**src/rtl/stump_control_seq.sv**
```systemverilog
// Stump control unit: fetch/execute/memory sequencer, instruction decode and memory-wait timeout.
// Define STUMP_CTRL_PERF_EN to add the retired / stall_cycles performance counters.
//
// state   | meaning
// FETCH   | instruction read in flight; PC written on the ack cycle
// EXECUTE | single-cycle decode: ALU op, branch, or LDST address phase
// MEMORY  | load/store transfer waiting for mem_ack
// FAULT   | memory wait exceeded TIMEOUT; held until reset
module stump_control_seq #(
    parameter int DATA_W  = 16,
    parameter int REG_AW  = 3,
    parameter int TIMEOUT = 15
) (
    input  logic              clk,
    input  logic              rst_n,
    input  logic [DATA_W-1:0] mem_rdata,
    input  logic              mem_ack,
    input  logic [3:0]        cc,
    output logic              fetch,
    output logic              execute,
    output logic              memory,
    output logic [DATA_W-1:0] ir,
    output logic              ext_op,
    output logic              reg_write,
    output logic [REG_AW-1:0] dest,
    output logic [REG_AW-1:0] srcA,
    output logic [REG_AW-1:0] srcB,
    output logic [1:0]        shift_op,
    output logic              opB_mux_sel,
    output logic [2:0]        alu_func,
    output logic              cc_en,
    output logic              mem_ren,
    output logic              mem_wen,
    output logic              branch_taken,
    output logic              fault
`ifdef STUMP_CTRL_PERF_EN
    ,
    output logic [31:0]       retired,
    output logic [31:0]       stall_cycles
`endif
);

    typedef enum logic [1:0] {
        FETCH   = 2'b00,
        EXECUTE = 2'b01,
        MEMORY  = 2'b10,
        FAULT   = 2'b11
    } state_t;

    localparam logic [2:0] OP_LDST = 3'b110;
    localparam logic [2:0] OP_BCC  = 3'b111;
    // Last wait cycle allowed: the TIMEOUT-th cycle without ack moves to FAULT.
    localparam logic [7:0] WAIT_LAST = 8'(TIMEOUT - 1);

    state_t            state_q, state_d;
    logic [DATA_W-1:0] ir_q;
    logic [7:0]        wait_cnt_q, wait_cnt_d;
    logic              branch_q;
    logic              fault_q;
    logic [2:0]        opcode;
    logic              waiting;
    logic              timeout_hit;
    logic              br_cond;

    function automatic logic test_branch(input logic [3:0] cond, input logic [3:0] flags);
        logic n, z, v, c;
        logic r;
        {n, z, v, c} = flags;
        r = 1'b0;
        case (cond)
            4'd0:  r = 1'b1;
            4'd1:  r = 1'b0;
            4'd2:  r = ~(c | z);
            4'd3:  r = c | z;
            4'd4:  r = ~c;
            4'd5:  r = c;
            4'd6:  r = ~z;
            4'd7:  r = z;
            4'd8:  r = ~v;
            4'd9:  r = v;
            4'd10: r = ~n;
            4'd11: r = n;
            4'd12: r = v ~^ n;
            4'd13: r = v ^ n;
            4'd14: r = ~((v ^ n) | z);
            4'd15: r = (v ^ n) | z;
            default: r = 1'b0;
        endcase
        return r;
    endfunction

    assign opcode      = ir_q[15:13];
    assign br_cond     = test_branch(ir_q[11:8], cc);
    assign waiting     = (state_q == FETCH) || (state_q == MEMORY);
    assign timeout_hit = waiting && !mem_ack && (wait_cnt_q >= WAIT_LAST);

    always_comb begin
        state_d = state_q;
        case (state_q)
            FETCH: begin
                if (mem_ack)          state_d = EXECUTE;
                else if (timeout_hit) state_d = FAULT;
            end
            EXECUTE: state_d = (opcode == OP_LDST) ? MEMORY : FETCH;
            MEMORY: begin
                if (mem_ack)          state_d = FETCH;
                else if (timeout_hit) state_d = FAULT;
            end
            default: state_d = FAULT;
        endcase
    end

    always_comb begin
        wait_cnt_d = wait_cnt_q;
        if (state_d != state_q)
            wait_cnt_d = '0;
        else if (waiting && !mem_ack && wait_cnt_q != 8'hFF)
            wait_cnt_d = wait_cnt_q + 8'd1;
    end

    always_ff @(posedge clk) begin
        if (!rst_n) begin
            state_q    <= FETCH;
            ir_q       <= '0;
            wait_cnt_q <= '0;
            branch_q   <= 1'b0;
            fault_q    <= 1'b0;
        end else begin
            state_q    <= state_d;
            wait_cnt_q <= wait_cnt_d;
            if (state_q == FETCH && mem_ack)
                ir_q <= mem_rdata;
            if (state_q == EXECUTE && opcode == OP_BCC)
                branch_q <= br_cond;
            if (state_d == FAULT)
                fault_q <= 1'b1;
        end
    end

    // Every output collapses to zero while reset is held, independent of register contents.
    always_comb begin
        fetch       = 1'b0;
        execute     = 1'b0;
        memory      = 1'b0;
        ext_op      = 1'b0;
        reg_write   = 1'b0;
        dest        = '0;
        srcA        = '0;
        srcB        = '0;
        shift_op    = '0;
        opB_mux_sel = 1'b0;
        alu_func    = '0;
        cc_en       = 1'b0;
        mem_ren     = 1'b0;
        mem_wen     = 1'b0;
        if (rst_n) begin
            case (state_q)
                FETCH: begin
                    fetch     = 1'b1;
                    mem_ren   = 1'b1;
                    dest      = '1;
                    srcA      = '1;
                    reg_write = mem_ack;
                end
                EXECUTE: begin
                    execute = 1'b1;
                    if (opcode == OP_BCC) begin
                        dest        = '1;
                        srcA        = '1;
                        alu_func    = OP_BCC;
                        ext_op      = 1'b1;
                        opB_mux_sel = 1'b1;
                        reg_write   = br_cond;
                    end else if (opcode == OP_LDST) begin
                        srcA        = REG_AW'(ir_q[7:5]);
                        alu_func    = OP_LDST;
                        opB_mux_sel = 1'b1;
                    end else begin
                        dest      = REG_AW'(ir_q[10:8]);
                        srcA      = REG_AW'(ir_q[7:5]);
                        alu_func  = opcode;
                        cc_en     = ir_q[11];
                        reg_write = 1'b1;
                        if (ir_q[12]) begin
                            opB_mux_sel = 1'b1;
                        end else begin
                            srcB     = REG_AW'(ir_q[4:2]);
                            shift_op = ir_q[1:0];
                        end
                    end
                end
                MEMORY: begin
                    memory = 1'b1;
                    if (ir_q[11]) begin
                        mem_wen = 1'b1;
                        srcA    = REG_AW'(ir_q[10:8]);
                    end else begin
                        mem_ren   = 1'b1;
                        dest      = REG_AW'(ir_q[10:8]);
                        reg_write = mem_ack;
                    end
                end
                default: ;
            endcase
        end
    end

    assign ir           = rst_n ? ir_q : '0;
    assign branch_taken = rst_n & branch_q;
    assign fault        = rst_n & fault_q;

`ifdef STUMP_CTRL_PERF_EN
    logic [31:0] retired_q;
    logic [31:0] stall_q;

    always_ff @(posedge clk) begin
        if (!rst_n) begin
            retired_q <= '0;
            stall_q   <= '0;
        end else begin
            if ((state_q == EXECUTE && state_d == FETCH) || (state_q == MEMORY && mem_ack))
                retired_q <= retired_q + 32'd1;
            if (waiting && !mem_ack)
                stall_q <= stall_q + 32'd1;
        end
    end

    assign retired      = rst_n ? retired_q : '0;
    assign stall_cycles = rst_n ? stall_q : '0;
`endif

endmodule

```
**config.mk**
```make
export PLATFORM = sky130hd
export DESIGN_NAME = stump_control_seq
export DESIGN_NICKNAME = d
export VERILOG_FILES = /design/src/rtl/stump_control_seq.sv
export SDC_FILE = /design/constraint.sdc
export NUM_CORES = 1
export LEC_CHECK = 0
export ABC_AREA = 0
export CAP_MARGIN = 10
export CORE_MARGIN = 4
export CORE_UTILIZATION = 45
export DETAILED_ROUTE_END_ITERATION = 8
export PLACE_DENSITY_LB_ADDON = 0.3
export REMOVE_ABC_BUFFERS = 1
export SLEW_MARGIN = 20
export SYNTH_ARGS = -nofsm -noshare
export SYNTH_HDL_FRONTEND = slang
export SYNTH_SLANG_ARGS = --single-unit
```
**constraint.sdc**
```tcl
create_clock -name clk -period 3.3 [get_ports clk]
set_input_delay 0.825 -clock clk [delete_from_list [all_inputs] [get_ports clk]]
set_output_delay 0.825 -clock clk [all_outputs]
set_load 0.05 [all_outputs]
```
==> flow_metrics.tcl <==
set metrics [dict create \
    dieArea_sq_mm 0.00477 \
    grt_max_degree 21 \
    setup_violations 0 \
    syn_area_per_cell_sq_um 7.42 \
    whs_ns 0.474 \
    hold_viol_final 0 \
    maxCapViolations 0 \
    synthArstFlopShare_pct 0 \
    die_w_microns 69.1 \
    hold_buffers 0 \
    wirelength_microns 4920 \
    port_buffers 63 \
    grt_pass1_wl_microns 8330 \
    io_pins 64 \
    yosysWarningCount 0 \
    grt_overflow 0 \
    startpoint_type "input port" \
    cts_tree "built" \
    arrival_ns 2.34 \
    rsz0062_at_grt "false" \
    cts_setup_buffers 0 \
    min_period_over_period_pct 95.8 \
    status "complete, no violations" \
    slew_headroom_pct 50.2 \
    dp_cells 327 \
    dr.pass1.iters 4 \
    via_per_inst 5.41 \
    die_h_microns 69.1 \
    wl_per_cell_microns 14.9 \
    peakVddDrop_uv 281 \
    antenna_found_initial 0 \
    ctsHtreeMaxLevel 1 \
    cp_max_fo 2 \
    stdcell_count 331 \
    cp-end-kind "output port" \
    clk_latency_ns 0.28 \
    final_cell_mix "nand2_1, buf_12, dfxtp_1, and2_1, nor2_1" \
    p_per_area_mw_per_mm2 337 \
    dpl.hpwl_microns 3740 \
    groute.usage.overall_pct 20.6 \
    clockBufferDepth 2 \
    yosysUniqueCellTypes 41 \
    power_leakage_uw 0.00114 \
    drc_errors 0 \
    slew_viol_final 0 \
    final.setup.tns_ns 0 \
    initial_core_util_pct 48.4 \
    vias 1791 \
    ys_top_cells_by_area "dfxtp_1, nand2_1, and2_1, a21boi_0, nor2_1" \
    critical_path_class "in -> out" \
    rows 21 \
    worst_pin_slew_ns 0.746 \
    nNetsFinal 311 \
    numClockSinks 28 \
    synth_edf_count 0 \
    crit_required_ns 2.47 \
    cts_root_buf "clkbuf_8" \
    finalWeightedCongestion 0.789 \
    syn_inst 226 \
    rr_worst_depth 4 \
    utilization_pct 81.3 \
    drt_iter0_markers 143 \
    diodes 0 \
    period_minus_slack_ns 3.16 \
    worstHoldPathType "reg -> reg" \
    finalClockSkew_ns 0.00139 \
    drive_gt1_share_pct 20.4 \
    netlist_area_sq_mm 0.00168 \
    ys_seq_area_share_pct 33.4 \
    yosysTopAreaCell "dfxtp_1" \
    final_antenna_net_count 0 \
    grt_pass1_vias 1758 \
    ys_dominant_reg_cell "dfxtp_1" \
    final_common_cell "nand2_1" \
    area_growth_pct 68.2 \
    synth_top_area_share_pct 33.4 \
    synth_seq_cells 28 \
    timing.fmax_mhz 316 \
    core-area_sq_mm 0.00347 \
    cts_buffers 3 \
    path_clk_slew_ns 0.10 \
    worst_hold_path.num_cells 1 \
]
==> worst max-delay path, cell delays in order <==
cell and delay, ns:
clkdlybuf4s50_1 0.48, a21oi_1 0.08, a31oi_1 0.19, mux2i_1 0.25
nand4_1 0.14, a21oi_2 0.20, buf_12 0.16
==> sequential cells by signal, indices dropped and copies added, names as in the netlist <==
name        flops
fault_q         1
ir_q           16
branch_q        1
state_q         2
wait_cnt_q      8
==> kinds of logic (layout without fill, tap and decap cells) <==
logic type	count (synthesis)	in the layout	share of synthesized area, %
AND/OR/NAND/NOR	126	126	36.8
XOR/XNOR	3	3	1.57
AO/OA/AOI/OAI	46	46	19.5
flip-flops	28	28	33.4
multiplexers	3	3	2.09
buffers and inverters	18	77	5.22
adder cells (fa/ha/maj)	2	2	1.49
==> metrics by stage <==
stage	worst slack (ns)	power, uW	cell area (sq um)
floorplan	0.263	524	1610
global placement	0.152	675	2740
detailed placement	0.0651	680	2740
CTS	0.0637	953	2810
global route	0.0377	986	2820
finish	0.139	950	2820
==> synth_stat cells, types with 2 or more instances <==
library cell	instances
buf_4	2
and2_1	26
nand2b_1	3
a21boi_0	16
nand4_1	2
xor2_1	2
a21oi_1	8
nor2_1	22
o21ai_0	5
ha_1	2
inv_1	6
nor2b_1	3
a41oi_1	3
nand2_1	52
nor3_1	5
buf_2	4
o21a_1	3
mux2i_1	2
a31oi_1	2
dfxtp_1	28
clkbuf_1	5
and3_1	3
nand3_1	4
==> power by group <==
part	total (uW)	switching, uW	leakage, uW	internal (uW)
Sequential	377	23.7	0.000229	354
Combinational	297	159	0.000877	138
Clock	275	113	0.0000357	163
Total	950	295	0.00114	655
==> routing by layer <==
layer / part of all wire, % / track usage, %
met3: 10 / 6.98
met4: 0.63 / 3.90
met2: 50 / 35.4
met5: 0 / 0
met1: 39 / 25.0
==> timing repair <==
| action | in CTS | in global routing |
|---|---|---|
| resized for setup | 0 | 3 |
| setup endpoints to repair | 0 | 1 |
| endpoints found under the hold margin | 0 | 0 |
==> cell type report <==
cell class / instances / area [sq um]
Tap cell: 46 / 57.6
Fill cell: 220 / 647
Multi-Input combinational cell: 180 / 1030
Timing Repair Buffer: 67 / 1080
Clock inverter: 1 / 30.0
Sequential cell: 28 / 561
Clock buffer: 3 / 41.3
Inverter: 6 / 22.5
==> final timing paths <==
| check | startpoint | end | slack [ns] |
|---|---|---|---|
| worst max-delay path | cc[0] | reg_write | 0.14 |
| worst min-delay path | fault_q | fault_q | 0.47 |
| worst max register to register | state_q[0] | ir_q[5] | 1.50 |
| worst min register to register | fault_q | fault_q | 0.47 |
Note: power is estimated with default switching activity, not from simulation.
